--- src/rtl/led_bounce_pkg.sv ---
// led_bounce_pkg: phase encoding and thermometer helper shared by the LED
// bounce controller.
`timescale 1ns/1ps
package led_bounce_pkg;

  // Widest bar the controller supports; therm() builds codes at this width.
  localparam int unsigned THERM_W = 64;

  // Phase encoding; the numeric values are visible on the debug state port.
  typedef enum logic [2:0] {
    IDLE      = 3'd0,
    UP_FULL   = 3'd1,
    DOWN_P1   = 3'd2,
    UP_P2     = 3'd3,
    DOWN_ZERO = 3'd4,
    UP_P3     = 3'd5,
    DOWN_FIN  = 3'd6
  } led_state_e;

  // Thermometer code: the lowest 'level' bits set, lit from bit 0.
  function automatic logic [THERM_W-1:0] therm(input logic [6:0] level);
    logic [THERM_W-1:0] code;
    code = '0;
    for (int unsigned i = 0; i < THERM_W; i++) begin
      if (32'(level) > i) begin
        code[i] = 1'b1;
      end
    end
    return code;
  endfunction

endpackage

--- src/rtl/led_bounce_ctrl_tick.sv ---
// led_tick_gen: step-rate prescaler. Counts 0..TICK_DIV-1 while enabled and
// flags the last count as a step tick; held at zero while disabled.
`timescale 1ns/1ps
module led_tick_gen #(
  parameter int TICK_DIV = 1
) (
  input  logic clk,
  input  logic rst_n,
  input  logic en,
  output logic tick
);

  localparam int CW = (TICK_DIV > 1) ? $clog2(TICK_DIV) : 1;
  localparam logic [CW-1:0] LAST = CW'(TICK_DIV - 1);

  logic [CW-1:0] cnt_q;

  // Free-running divider while enabled, cleared whenever the block is idle.
  always_ff @(posedge clk) begin
    if (!rst_n) begin
      cnt_q <= '0;
    end else if (!en) begin
      cnt_q <= '0;
    end else if (cnt_q == LAST) begin
      cnt_q <= '0;
    end else begin
      cnt_q <= cnt_q + CW'(1);
    end
  end

  assign tick = en && (cnt_q == LAST);

endmodule

--- src/rtl/led_bounce_ctrl.sv ---
// led_bounce_ctrl: drives an N-wide thermometer LED bar through a six-phase
// rise/fall sequence, with flick-driven kickback at the low turn points.
// Build option: define LED_BOUNCE_FLICK_SYNC_EN to pass flick through a
// 2-flop synchroniser before any use (all flick responses 2 clocks later).
`timescale 1ns/1ps
module led_bounce_ctrl
  import led_bounce_pkg::*;
#(
  parameter int N        = 16,
  parameter int P_LO     = 5,
  parameter int P_HI     = 10,
  parameter int TICK_DIV = 1
) (
  input  logic         clk,
  input  logic         rst_n,
  input  logic         flick,
  output logic [N-1:0] led,
  output logic [2:0]   state,
  output logic         busy,
  output logic         done
);

  localparam int LW = $clog2(N + 1);
  localparam logic [LW-1:0] LV_ZERO = '0;
  localparam logic [LW-1:0] LV_N    = LW'(N);
  localparam logic [LW-1:0] LV_LO   = LW'(P_LO);
  localparam logic [LW-1:0] LV_HI   = LW'(P_HI);

  led_state_e    state_q, state_nxt;
  logic [LW-1:0] level_q, level_nxt;
  logic [N-1:0]  led_q, led_nxt;
  logic          busy_q, busy_nxt;
  logic          done_q, done_nxt;
  logic          flick_s;
  logic          tick;

  // Per-phase stepping description, decoded from the current phase.
  logic          asc;
  logic [LW-1:0] target;
  led_state_e    after;
  led_state_e    kick_to;
  logic          can_kick;
  logic          stepping;
  logic [LW-1:0] stepped;

`ifdef LED_BOUNCE_FLICK_SYNC_EN
  logic [1:0] sync_q;

  // Two-flop synchroniser; every flick decision uses the second stage.
  always_ff @(posedge clk) begin
    if (!rst_n) begin
      sync_q <= '0;
    end else begin
      sync_q <= {sync_q[0], flick};
    end
  end

  assign flick_s = sync_q[1];
`else
  assign flick_s = flick;
`endif

  led_tick_gen #(
    .TICK_DIV (TICK_DIV)
  ) u_tick (
    .clk   (clk),
    .rst_n (rst_n),
    .en    (busy_q),
    .tick  (tick)
  );

  // Decode the active phase into direction, target level and successors.
  always_comb begin
    asc      = 1'b1;
    target   = LV_N;
    after    = IDLE;
    kick_to  = IDLE;
    can_kick = 1'b0;
    stepping = 1'b1;
    case (state_q)
      UP_FULL: begin
        asc    = 1'b1;
        target = LV_N;
        after  = DOWN_P1;
      end
      DOWN_P1: begin
        asc      = 1'b0;
        target   = LV_LO;
        after    = UP_P2;
        kick_to  = UP_FULL;
        can_kick = 1'b1;
      end
      UP_P2: begin
        asc    = 1'b1;
        target = LV_HI;
        after  = DOWN_ZERO;
      end
      DOWN_ZERO: begin
        asc      = 1'b0;
        target   = LV_ZERO;
        after    = UP_P3;
        kick_to  = UP_P2;
        can_kick = 1'b1;
      end
      UP_P3: begin
        asc    = 1'b1;
        target = LV_LO;
        after  = DOWN_FIN;
      end
      DOWN_FIN: begin
        asc      = 1'b0;
        target   = LV_ZERO;
        after    = IDLE;
        kick_to  = UP_P3;
        can_kick = 1'b1;
      end
      default: begin
        stepping = 1'b0;
      end
    endcase
    stepped = asc ? (level_q + LW'(1)) : (level_q - LW'(1));
  end

  // Next phase, level and done pulse; the phase change lands on the same
  // edge as the step that reaches the target.
  always_comb begin
    state_nxt = state_q;
    level_nxt = level_q;
    done_nxt  = 1'b0;
    if (state_q == IDLE) begin
      if (flick_s) begin
        state_nxt = UP_FULL;
        level_nxt = '0;
      end
    end else if (!stepping) begin
      state_nxt = IDLE;
      level_nxt = '0;
    end else if (tick) begin
      level_nxt = stepped;
      if (stepped == target) begin
        if (can_kick && flick_s) begin
          state_nxt = kick_to;
        end else begin
          state_nxt = after;
          done_nxt  = (after == IDLE);
        end
      end
    end
    busy_nxt = (state_nxt != IDLE);
    led_nxt  = N'(therm(7'(level_nxt)));
  end

  // Registered phase, level and all outputs.
  always_ff @(posedge clk) begin
    if (!rst_n) begin
      state_q <= IDLE;
      level_q <= '0;
      led_q   <= '0;
      busy_q  <= 1'b0;
      done_q  <= 1'b0;
    end else begin
      state_q <= state_nxt;
      level_q <= level_nxt;
      led_q   <= led_nxt;
      busy_q  <= busy_nxt;
      done_q  <= done_nxt;
    end
  end

  assign led   = led_q;
  assign state = state_q;
  assign busy  = busy_q;
  assign done  = done_q;

endmodule

--- config.mk ---
export PLATFORM = sky130hd
export DESIGN_NAME = led_bounce_ctrl
export DESIGN_NICKNAME = d
export VERILOG_FILES = /design/src/rtl/led_bounce_pkg.sv /design/src/rtl/led_bounce_ctrl_tick.sv /design/src/rtl/led_bounce_ctrl.sv
export SDC_FILE = /design/constraint.sdc
export NUM_CORES = 1
export LEC_CHECK = 0
export CAP_MARGIN = 20
export CORE_MARGIN = 1.5
export CORE_UTILIZATION = 55
export DETAILED_ROUTE_END_ITERATION = 8
export PLACE_DENSITY_LB_ADDON = 0.08
export SETUP_SLACK_MARGIN = 0.5
export SYNTH_ARGS = -nofsm -noshare
export SYNTH_HDL_FRONTEND = slang
export SYNTH_HIERARCHICAL = 1
export SYNTH_SLANG_ARGS = --single-unit
--- constraint.sdc ---
create_clock -name clk -period 4.6 [get_ports clk]
set_clock_uncertainty 0.05 [all_clocks]
set_input_delay 0.46 -clock clk [delete_from_list [all_inputs] [get_ports clk]]
set_output_delay 0.46 -clock clk [all_outputs]
set_load 0.02 [all_outputs]
# Word-level counts from Yosys, hierarchy flattened
# Cells that the tools add are included.
[word_totals]
regBits = 27
ramBits = 0
in_bits = 3
wordCells = 80
memories = 0
latchBits = 0
output_inout_bits = 21
mem_bits_ro = 0
[op_classes]
mux = 32
n_eq_ne = 7
n_reduce_logical = 11
shifts = 0
n_lt_le_gt_ge = 16
div_mod_pow = 0
multipliers = 0
bitwise = 5
addsub = 3
[op_table]
columns = ["cell", "count"]
rows = [
  ["5-bit by 4-bit > comparator with 1-bit output (second input constant)", 8],
  ["5-bit two-way mux", 5],
  ["5-bit by 3-bit > comparator with 1-bit output (second input constant)", 4],
  ["1-bit two-way mux", 18],
  ["3-bit two-way mux", 6],
  ["3-bit one-hot mux with 5 select lines", 1],
  ["5-bit one-hot mux with 3 select lines", 1],
  ["6-bit OR reduction", 2],
  ["5-bit by 1-bit > comparator with 1-bit output (second input constant)", 2],
  ["5-bit by 2-bit > comparator with 1-bit output (second input constant)", 2],
  ["3-bit == test (second input constant)", 3],
  ["3-bit one-hot mux with 3 select lines", 1],
  ["3-bit by 2-bit == test with 1-bit output (second input constant)", 2],
  ["3-bit logical NOT", 2],
  ["5-bit by 1-bit adder with 5-bit output (second input constant)", 1],
  ["5-bit == test", 1],
  ["1-bit NOT", 5],
  ["5-bit by 1-bit subtractor with 5-bit output (second input constant)", 1],
  ["2-bit OR reduction", 2],
  ["3-bit by 1-bit == test with 1-bit output (second input constant)", 1],
  ["3-bit AND reduction", 1],
  ["3-bit nonzero test", 1],
  ["3-bit OR reduction", 1],
  ["1-bit logical AND", 2],
  ["1-bit adder (second input constant)", 1],
]

# Depth between registers and ports, before layout
# Gate-level depths: netlist of the first run.
[logic_depth]
word_depth = 10
mapped_depth = 11
ltp_nobuf = 10

# By module
# Netlist of the first run, hierarchy kept.
[modules_own_cells]
columns = ["module", "area_each_um2", "n_inst", "seq_area_each_um2", "cells_each"]
rows = [
  ["led_bounce_ctrl", 1341.3, 1, 520.5, 152],
  ["led_tick_gen", 37.5, 1, 20.0, 3],
]

# Least setup slack after synthesis of the first run
# No wires, ideal clock.
[synth_timing]
kind = "register to register"
start = "reg state_q[2] (netlist: state[2])"
end = "reg led_q[0] (netlist: led[0])"
setup_slack_ns = 1.741
path_stages_with_launch = 12
synth_period_minus_slack_ns = 2.859
arrival_ns = 2.689
cell_sequence = "dfxtp_1 -> buf_2 -> nor2_1 -> nor2_2 -> ha_1 -> a21o_1 -> a21oi_2 -> xnor2_1 -> nand2b_1 -> a31oi_2 -> o41a_1 -> or2_1"
[synth_via]
elab_chain_len = 8
[synth_rtl]
columns = ["element", "line", "rtl"]
rows = [
  ["start: declaration", "led_bounce_ctrl.sv:29", "led_state_e state_q, state_nxt;"],
  ["start signal: assignment", "led_bounce_ctrl.sv:162", "state_q <= state_nxt;"],
  ["3-bit == test or 3-bit by 2-bit == test with 1-bit output (tied branches)", "led_bounce_ctrl.sv:80", "case (state_q)"],
  ["3-bit OR reduction (no line)", "-", ""],
  ["5-bit two-way mux", "led_bounce_ctrl.sv:121", "stepped = asc ? (level_q + LW'(1)) : (level_q - LW'(1));"],
  ["5-bit two-way mux", "led_bounce_ctrl.sv:138", "end else if (tick) begin"],
  ["5-bit two-way mux", "led_bounce_ctrl.sv:135", "end else if (!stepping) begin"],
  ["5-bit two-way mux *", "led_bounce_ctrl.sv:130", "if (state_q == IDLE) begin"],
  ["5-bit by 1-bit > comparator with 1-bit output *", "led_bounce_pkg.sv:25", "if (32'(level) > i) begin"],
  ["1-bit two-way mux *", "led_bounce_pkg.sv:25", ""],
  ["end signal: assignment", "led_bounce_ctrl.sv:164", "led_q <= led_nxt;"],
  ["end: declaration", "led_bounce_ctrl.sv:31", "logic [N-1:0] led_q, led_nxt;"],
]
# Every way passes the cells marked *; elsewhere a longest branch is shown, timed or not.
# A chain may end at the register's enable or synchronous reset.

# Worst setup path in the final report of the first run
# Same ends and word-level chain as after synthesis.

==> results.txt, run 1 <==
----------------------------------------------------
[Logic synthesis]
  Count of flip-flops with a built-in enable after synthesis ... 0
  Gate Count Post-Synth ... 155
  Avg Synthesized Cell Area ... 8.90 um^2
  Post-synthesis async set-or-reset flop share ... 0%
  Cell Area, Synth ... 1380 um^2
  Share of the yosys chip area belonging to registers ... 39.2%
  Main flop type after synthesis ... dfxtp_1
  Synth warnings ... 6
  Count of state elements after synthesis ... 27
  Nets in the synthesized netlist ... 163
  Number of distinct standard cells referenced by the synthesized netlist ... 51

[STA]
  Tightest Pin Transition ... 0.692 ns
  Relative slew slack ... 53.9%
  Minimum clock period ... 3.28 ns
  Post-route clock period utilization ... 71.4%
  Final worst slack ... 1.32 ns
  Fmax ... 0.305 GHz
  Total count of max-transition violations in the final report ... 0
  Number of hold violations in the final report ... 0
  Number of failing setup endpoints in the final timing report ... 0
  Summed negative setup slack over all endpoints ... 0 ns
  RSZ-0062 raised after global routing ... no

[Worst setup path]
  CP max FO ... 18
  Arrival time at the worst endpoint ... 3.47 ns
  Critical register-to-register path startpoint ... state[2]
  Endpoint type of the worst setup path ... flop
  R2r setup slk ... 1.32 ns
  Setup crit start ... state[2]
  Critical path start-end classification ... flop to flop
  FF-to-FF End ... led[0]
  Launching element type of the critical path ... flop
  Worst EP required ... 4.78 ns
  End of the critical path ... led[0]
  Worst-case reg-to-reg path depth ... 10

[Global route]
  Via count of the first global-routing pass ... 1,105
  Global-route wire length before repair ... 4850 um
  Overflow left after global routing ... 0
  Maximum number of pins on one net before global-route repair ... 22
  Initial antenna violation count ... 0
  Total global-route track usage ... 23.6%

[Clocking]
  Root Driver ... clkbuf_4
  Number of buffers inserted by post-CTS setup repair ... 0
  H-Tree Depth ... 1
  Number of CTS-inserted buffers ... 3
  Number of cells upsized or downsized after cts ... 0
  Clock tree from TritonCTS ... yes
  Hold_buf cts ... 0
  Clock transition at path regs ... 0.15 ns
  Clock latency reported for the late side of the worst-skew pair ... 0.32 ns
  Clock Sink Count ... 27
  Clock buffer depth ... 2

[Floorplan]
  Number of standard-cell rows in the floorplan ... 17
  Die Outline Area ... 2820 um^2
  Floorplan die height ... 53.1 um
  Top-Level Pins ... 24
  Starting density of the core ... 60.0%
  Placeable core area ... 2300 um^2
  Die boundary width ... 53.1 um

[Cells and area]
  Number of inserted diodes ... 0
  Number of filler cells placed in the layout ... 189
  Most common cell after layout, fill and taps aside ... dfxtp_1
  Most frequent cells in the layout ... dfxtp_1 (27), clkdlybuf4s50_1 (23), nand2_1 (15)
  Area growth from synthesis to final layout ... 19.1%
  Fin nets ... 185
  Fraction of final layout cells with drive strength greater than 1 ... 8.52%

[Worst hold path]
  Hold crit path type ... flop to flop
  Min-Delay Path Depth ... 2

[Route]
  Number of nets with antenna violations after routing ... 0
  Remaining routing DRC violations ... 0
  Ratio of routed vias to standard cells ... 5.81
  Count of routing violations after the opening detailed-route iteration ... 45
  Wire length reported by the detailed router ... 3000 um
  WL/cell ... 14.7 um
  Detailed-routing iteration count for the pre-antenna-repair pass ... 4
  Vias ... 1,186

[Placement]
  Minimum setup slack after placement ... 1.40 ns
  Detailed placement HPWL ... 2190 um
  Final RePlAce weighted congestion ... 0.884
  Number of port buffers ... 23

[Power and ir drop]
  Worst VDD drop ... 0.233 mV
  Cell Pwr Density ... 224 nW/um^2
  LEAKAGE ... 0.686 nW

[Run]
  Number of maximum-capacitance violations ... 0

[Status]
  Status ... complete, no violations

----------------------------------------------------
## state kept, by name (all words and copies together) (netlist names)
register	cells
busy	1
done	1
led	16
level_q	5
state	3
u_tick/cnt_q	1
## layer usage
metal	GRT usage, %	vias to the layer above	part of all wire (%)
met4	7.69	0	0.73
met2	36.7	50	46
met5	0	-	0
met1	32.5	548	48
met3	4.80	4	6.1
li1	-	584	-
## worst min path at each step
stage,from,to
after detailed placement,level_q[4],led[8]
final,level_q[4],led[8]
after floorplan,level_q[4],led[10]
after global routing,level_q[4],led[8]
after global placement,level_q[4],led[10]
after CTS,level_q[4],led[8]
## cells by family (layout without fill, tap and decap cells)
| family | after synthesis | in the layout | share of synthesized area [%] |
|---|---|---|---|
| fa+ha+maj | 5 | 5 | 5.08 |
| flops | 27 | 27 | 39.2 |
| compound gates | 43 | 43 | 21.9 |
| simple gates | 53 | 53 | 22.0 |
| other cells | 1 | 1 | 0.272 |
| buf+inv | 18 | 39 | 5.63 |
| xor+xnor | 4 | 4 | 2.54 |
| mux | 4 | 4 | 3.36 |
## critical path, stage by stage, from the launching register on
cell and delay (ns):
dfxtp_1 0.72, nor2_1 0.17, nor2_2 0.31, ha_1 0.33, a21o_1 0.20, a21oi_2 0.19
xnor2_1 0.16, nand2b_1 0.16, a31oi_2 0.19, o41a_1 0.47, or2_1 0.23
## cell usage after synthesis (2+ instances only)
library cell  number  area, um^2
dfxtp_1           27         541
o21ai_0            6        30.0
o31ai_1            2        15.0
o21ai_1            3        15.0
clkbuf_1           3        11.3
mux2i_1            2        20.0
a21o_1             3        22.5
buf_2              2        10.0
nor2_1             6        22.5
a21boi_1           2        15.0
ha_1               4        50.1
xnor2_1            4        35.0
o41a_1             2        22.5
nand3b_1           2        15.0
nor3_1             3        15.0
a22o_1             2        17.5
nand3_1            4        20.0
and3_1             2        12.5
and2_1             7        43.8
a21oi_1           11        55.1
or2_1              2        12.5
nor2b_1            4        25.0
inv_1             10        37.5
nand2_1           15        56.3
## final cells by class
class	count	area (um^2)	share of cell area (%)
inverter	12	45.0	2.74
timing repair buffer	23	230	14.0
sequential	27	541	32.9
tap	28	35.0	2.13
multi-input combinational	110	761	46.3
clock buffer	3	22.5	1.37
clock inverter	1	7.51	0.457
## power breakdown
group	internal (mW)	total [mW]	switching [mW]
clock network	0.0332	0.105	0.0722
logic	0.00966	0.0235	0.0139
registers	0.236	0.240	0.00357
## stage by stage
stage	hold slack, ns	cell area [um^2]	util (%)	instances	total power, mW
2_1_floorplan	0.574	1380	-	155	0.260
3_3_place_gp	0.616	1610	70.2	200	0.267
3_5_place_dp	0.631	1610	70.2	200	0.267
4_1_cts	0.652	1640	71.5	204	0.373
5_1_grt	0.675	1640	71.5	204	0.381
6_report	0.658	1640	71.5	204	0.368
Note: power is estimated with default switching activity, not from simulation.
==> run 2, diff against run 1 <==
Settings changed: CORE_UTILIZATION 55 to 47.
Clock period 4.6 ns to 2.75 ns, I/O delays scaled along.
==> run 2 against run 1 <==
  * Power grew 70%
  * Design area grew 22%
  * Clock power grew 70%
  * Wire length grew 18%
  * Flip-flop and latch count is the same
  * Sequential share of layout area shrank 5.6 points
  * Core utilization grew 0.52 points
  * Highest routed layer unchanged
==> results.txt, run 2 (synthesized netlist as in run 1, its figures left out) <==
----------------------------------------------------
[Status]
  Status ... complete, no violations (unchanged)

[Route]
  WL/cell ... 15.9 um (was 14.7 um)
  Detailed-routing iteration count for the pre-antenna-repair pass ... 4 (unchanged)
  Vias ... 1,270 (was 1,186)
  Wire length reported by the detailed router ... 3550 um (was 3000 um)
  Number of nets with antenna violations after routing ... 0 (unchanged)
  Remaining routing DRC violations ... 0 (unchanged)
  Count of routing violations after the opening detailed-route iteration ... 53 (was 45)
  Ratio of routed vias to standard cells ... 5.70 (was 5.81)

[Clocking]
  Clock transition at path regs ... 0.15 ns (about the same)
  Root Driver ... clkbuf_4 (unchanged)
  Clock Sink Count ... 27 (unchanged)
  Clock buffer depth ... 2 (unchanged)
  Hold_buf cts ... 0 (unchanged)
  Number of CTS-inserted buffers ... 3 (unchanged)
  H-Tree Depth ... 1 (unchanged)
  Clock tree from TritonCTS ... yes (unchanged)
  Clock latency reported for the late side of the worst-skew pair ... 0.33 ns (was 0.32 ns)

[Cells and area]
  Number of filler cells placed in the layout ... 202 (was 189)
  Most frequent cells in the layout ... dfxtp_1 (24), clkdlybuf4s50_1 (23), nand2_1 (13) (was dfxtp_1 (27), clkdlybuf4s50_1 (23), nand2_1 (15))
  Most common cell after layout, fill and taps aside ... dfxtp_1 (unchanged)
  Number of inserted diodes ... 0 (unchanged)
  Largest register FFs ... 16 (unchanged)
  Final cell count without fillers ... 223 (was 204)
  Area growth from synthesis to final layout ... 45.2% (was 19.1%)
  Fraction of final layout cells with drive strength greater than 1 ... 34.4% (was 8.52%)
  Fin nets ... 201 (was 185)

[STA]
  Number of failing setup endpoints in the final timing report ... 0 (unchanged)
  Tightest Pin Transition ... 0.545 ns (was 0.692 ns)
  RSZ-0062 raised after global routing ... yes (was no)
  Summed negative setup slack over all endpoints ... 0 ns (unchanged)
  Number of hold violations in the final report ... 0 (unchanged)
  Relative slew slack ... 63.5% (was 53.9%)
  Total count of max-transition violations in the final report ... 0 (unchanged)
  Post-route clock period utilization ... 92.2% (was 71.4%)
  Minimum clock period ... 2.54 ns (was 3.28 ns)
  Fmax ... 0.394 GHz (was 0.305 GHz)

[Power and ir drop]
  Cell Pwr Density ... 314 nW/um^2 (was 224 nW/um^2)
  LEAKAGE ... 0.814 nW (was 0.686 nW)
  Worst VDD drop ... 0.298 mV (was 0.233 mV)

[Global route]
  Initial antenna violation count ... 0 (unchanged)
  Maximum number of pins on one net before global-route repair ... 22 (unchanged)
  Total global-route track usage ... 23.2% (was 23.6%)
  Via count of the first global-routing pass ... 1,225 (was 1,105)
  Global-route wire length before repair ... 5890 um (was 4850 um)
  Overflow left after global routing ... 0 (unchanged)

[Floorplan]
  Placeable core area ... 2780 um^2 (was 2300 um^2)
  Die boundary width ... 57.2 um (was 53.1 um)
  Die Outline Area ... 3270 um^2 (was 2820 um^2)
  Number of standard-cell rows in the floorplan ... 19 (was 17)
  Starting density of the core ... 49.6% (was 60.0%)
  Floorplan die height ... 57.2 um (was 53.1 um)
  Top-Level Pins ... 24 (unchanged)

[Worst setup path]
  Critical-path cell list ... nor2_4 -> nor2_4 -> fa_2 -> buf_6 -> xnor2_4 -> a211oi_2 -> a21oi_2 -> nor4_4 -> nand2_2 -> mux2i_2 -> o2111ai_2 (was nor2_1 -> nor2_2 -> ha_1 -> a21o_1 -> a21oi_2 -> xnor2_1 -> nand2b_1 -> a31oi_2 -> o41a_1 -> or2_1)
  Cell repeated most along the worst path ... nor2_4
  Critical Path Max Stage Delay ... 0.39 ns (was 0.72 ns)
  Arrival time at the worst endpoint ... 2.70 ns (was 3.47 ns)
  Worst EP required ... 2.92 ns (was 4.78 ns)
  Largest delay share family, worst path ... simple AND/OR/NAND/NOR gates (was compound AO/OA/AOI/OAI gates)
  CP max FO ... 3 (was 18)
  Launching element type of the critical path ... flop (unchanged)
  Endpoint type of the worst setup path ... flop (unchanged)
  Critical path start-end classification ... flop to flop (unchanged)
  Slowest cell on the critical path ... dfxtp_4 (was dfxtp_1)
  CP Buf/Inv Count ... 1 (was 0)

[Placement]
  Detailed placement HPWL ... 2210 um (was 2190 um)
  Number of placed instances, taps included ... 206 (was 200)
  Final RePlAce weighted congestion ... 0.924 (was 0.884)
  Number of port buffers ... 23 (unchanged)

[Run]
  Number of maximum-capacitance violations ... 0 (unchanged)

[Worst hold path]
  Hold crit path type ... input port to flop (was flop to flop)

----------------------------------------------------
-- run 2: cell types whose count changed in the layout (fill, tap and decap cells not counted), sizes merged --
cell,delta
buf,+16
inv,+1
clkinvlp,-1
-- run 2: through the flow --
| step | util [%] | setup WS, ns | power (mW) | cell area [um^2] | hold WS (ns) |
|---|---|---|---|---|---|
| 2_1_floorplan | - | 0.224 | 0.435 | 1440 | 0.429 |
| 3_3_place_gp | 60.8 | 0.181 | 0.450 | 1690 | 0.671 |
| 3_5_place_dp | 60.8 | 0.143 | 0.451 | 1690 | 0.672 |
| 4_1_cts | 68.2 | 0.225 | 0.629 | 1900 | 0.654 |
| 5_1_grt | 72.0 | 0.138 | 0.650 | 2000 | 0.678 |
| 6_report | 72.0 | 0.214 | 0.628 | 2000 | 0.673 |
-- run 2: final cells by class --
| type | instances | area [um^2] | share of cell area [%] |
|---|---|---|---|
| clock buffer | 3 | 22.5 | 1.13 |
| clock inverter | 1 | 6.26 | 0.313 |
| inverter | 12 | 45.0 | 2.25 |
| multi-input combinational | 110 | 953 | 47.6 |
| sequential | 27 | 547 | 27.3 |
| tap | 31 | 38.8 | 1.94 |
| timing repair buffer | 39 | 389 | 19.4 |
-- run 2: tightest hold or removal path, delay by kind of cell --
kind,cells,cell delay (ns)
buffers and inverters,2,0.61
AO/OA/AOI/OAI,1,0.13
-- run 2: final timing paths --
kind,from,end,slack (ns),depth (start not counted)
worst max register to register,state[1],busy,0.21,11
worst min-delay path,rst_n,led[2],0.67,3
worst max-delay path,state[1],busy,0.21,11
worst min register to register,level_q[2],level_q[2],0.73,3
-- run 2: timing repair --
| action | CTS | global route |
|---|---|---|
| cloned | 0 | 0 |
| resized for setup | 18 | 20 |
| endpoints found under the hold margin | 0 | 0 |
| setup buffers | 10 | 3 |
| pin swaps | 15 | 16 |
| setup endpoints to repair | 22 | 23 |
-- run 2: power breakdown --
part	switching (mW)	leakage [nW]	internal (mW)	total [mW]
sequential	0.00316	0.220	0.394	0.397
combinational	0.0311	0.576	0.0202	0.0514
clock	0.122	0.0183	0.0568	0.179
-- run 2: routing by layer --
layer	wire (um)	global-route usage (%)	up-vias
met5	0	0	-
met4	68	8.31	0
met3	113	3.85	8
met2	1720	35.3	32
met1	1640	33.4	618
li1	-	-	612
==> run 3, diff against run 2 <==
Settings changed: SLEW_MARGIN set to 20.
==> results of run 3 <==
No change in the layout: final DEF, timing and power equal those of run 2.
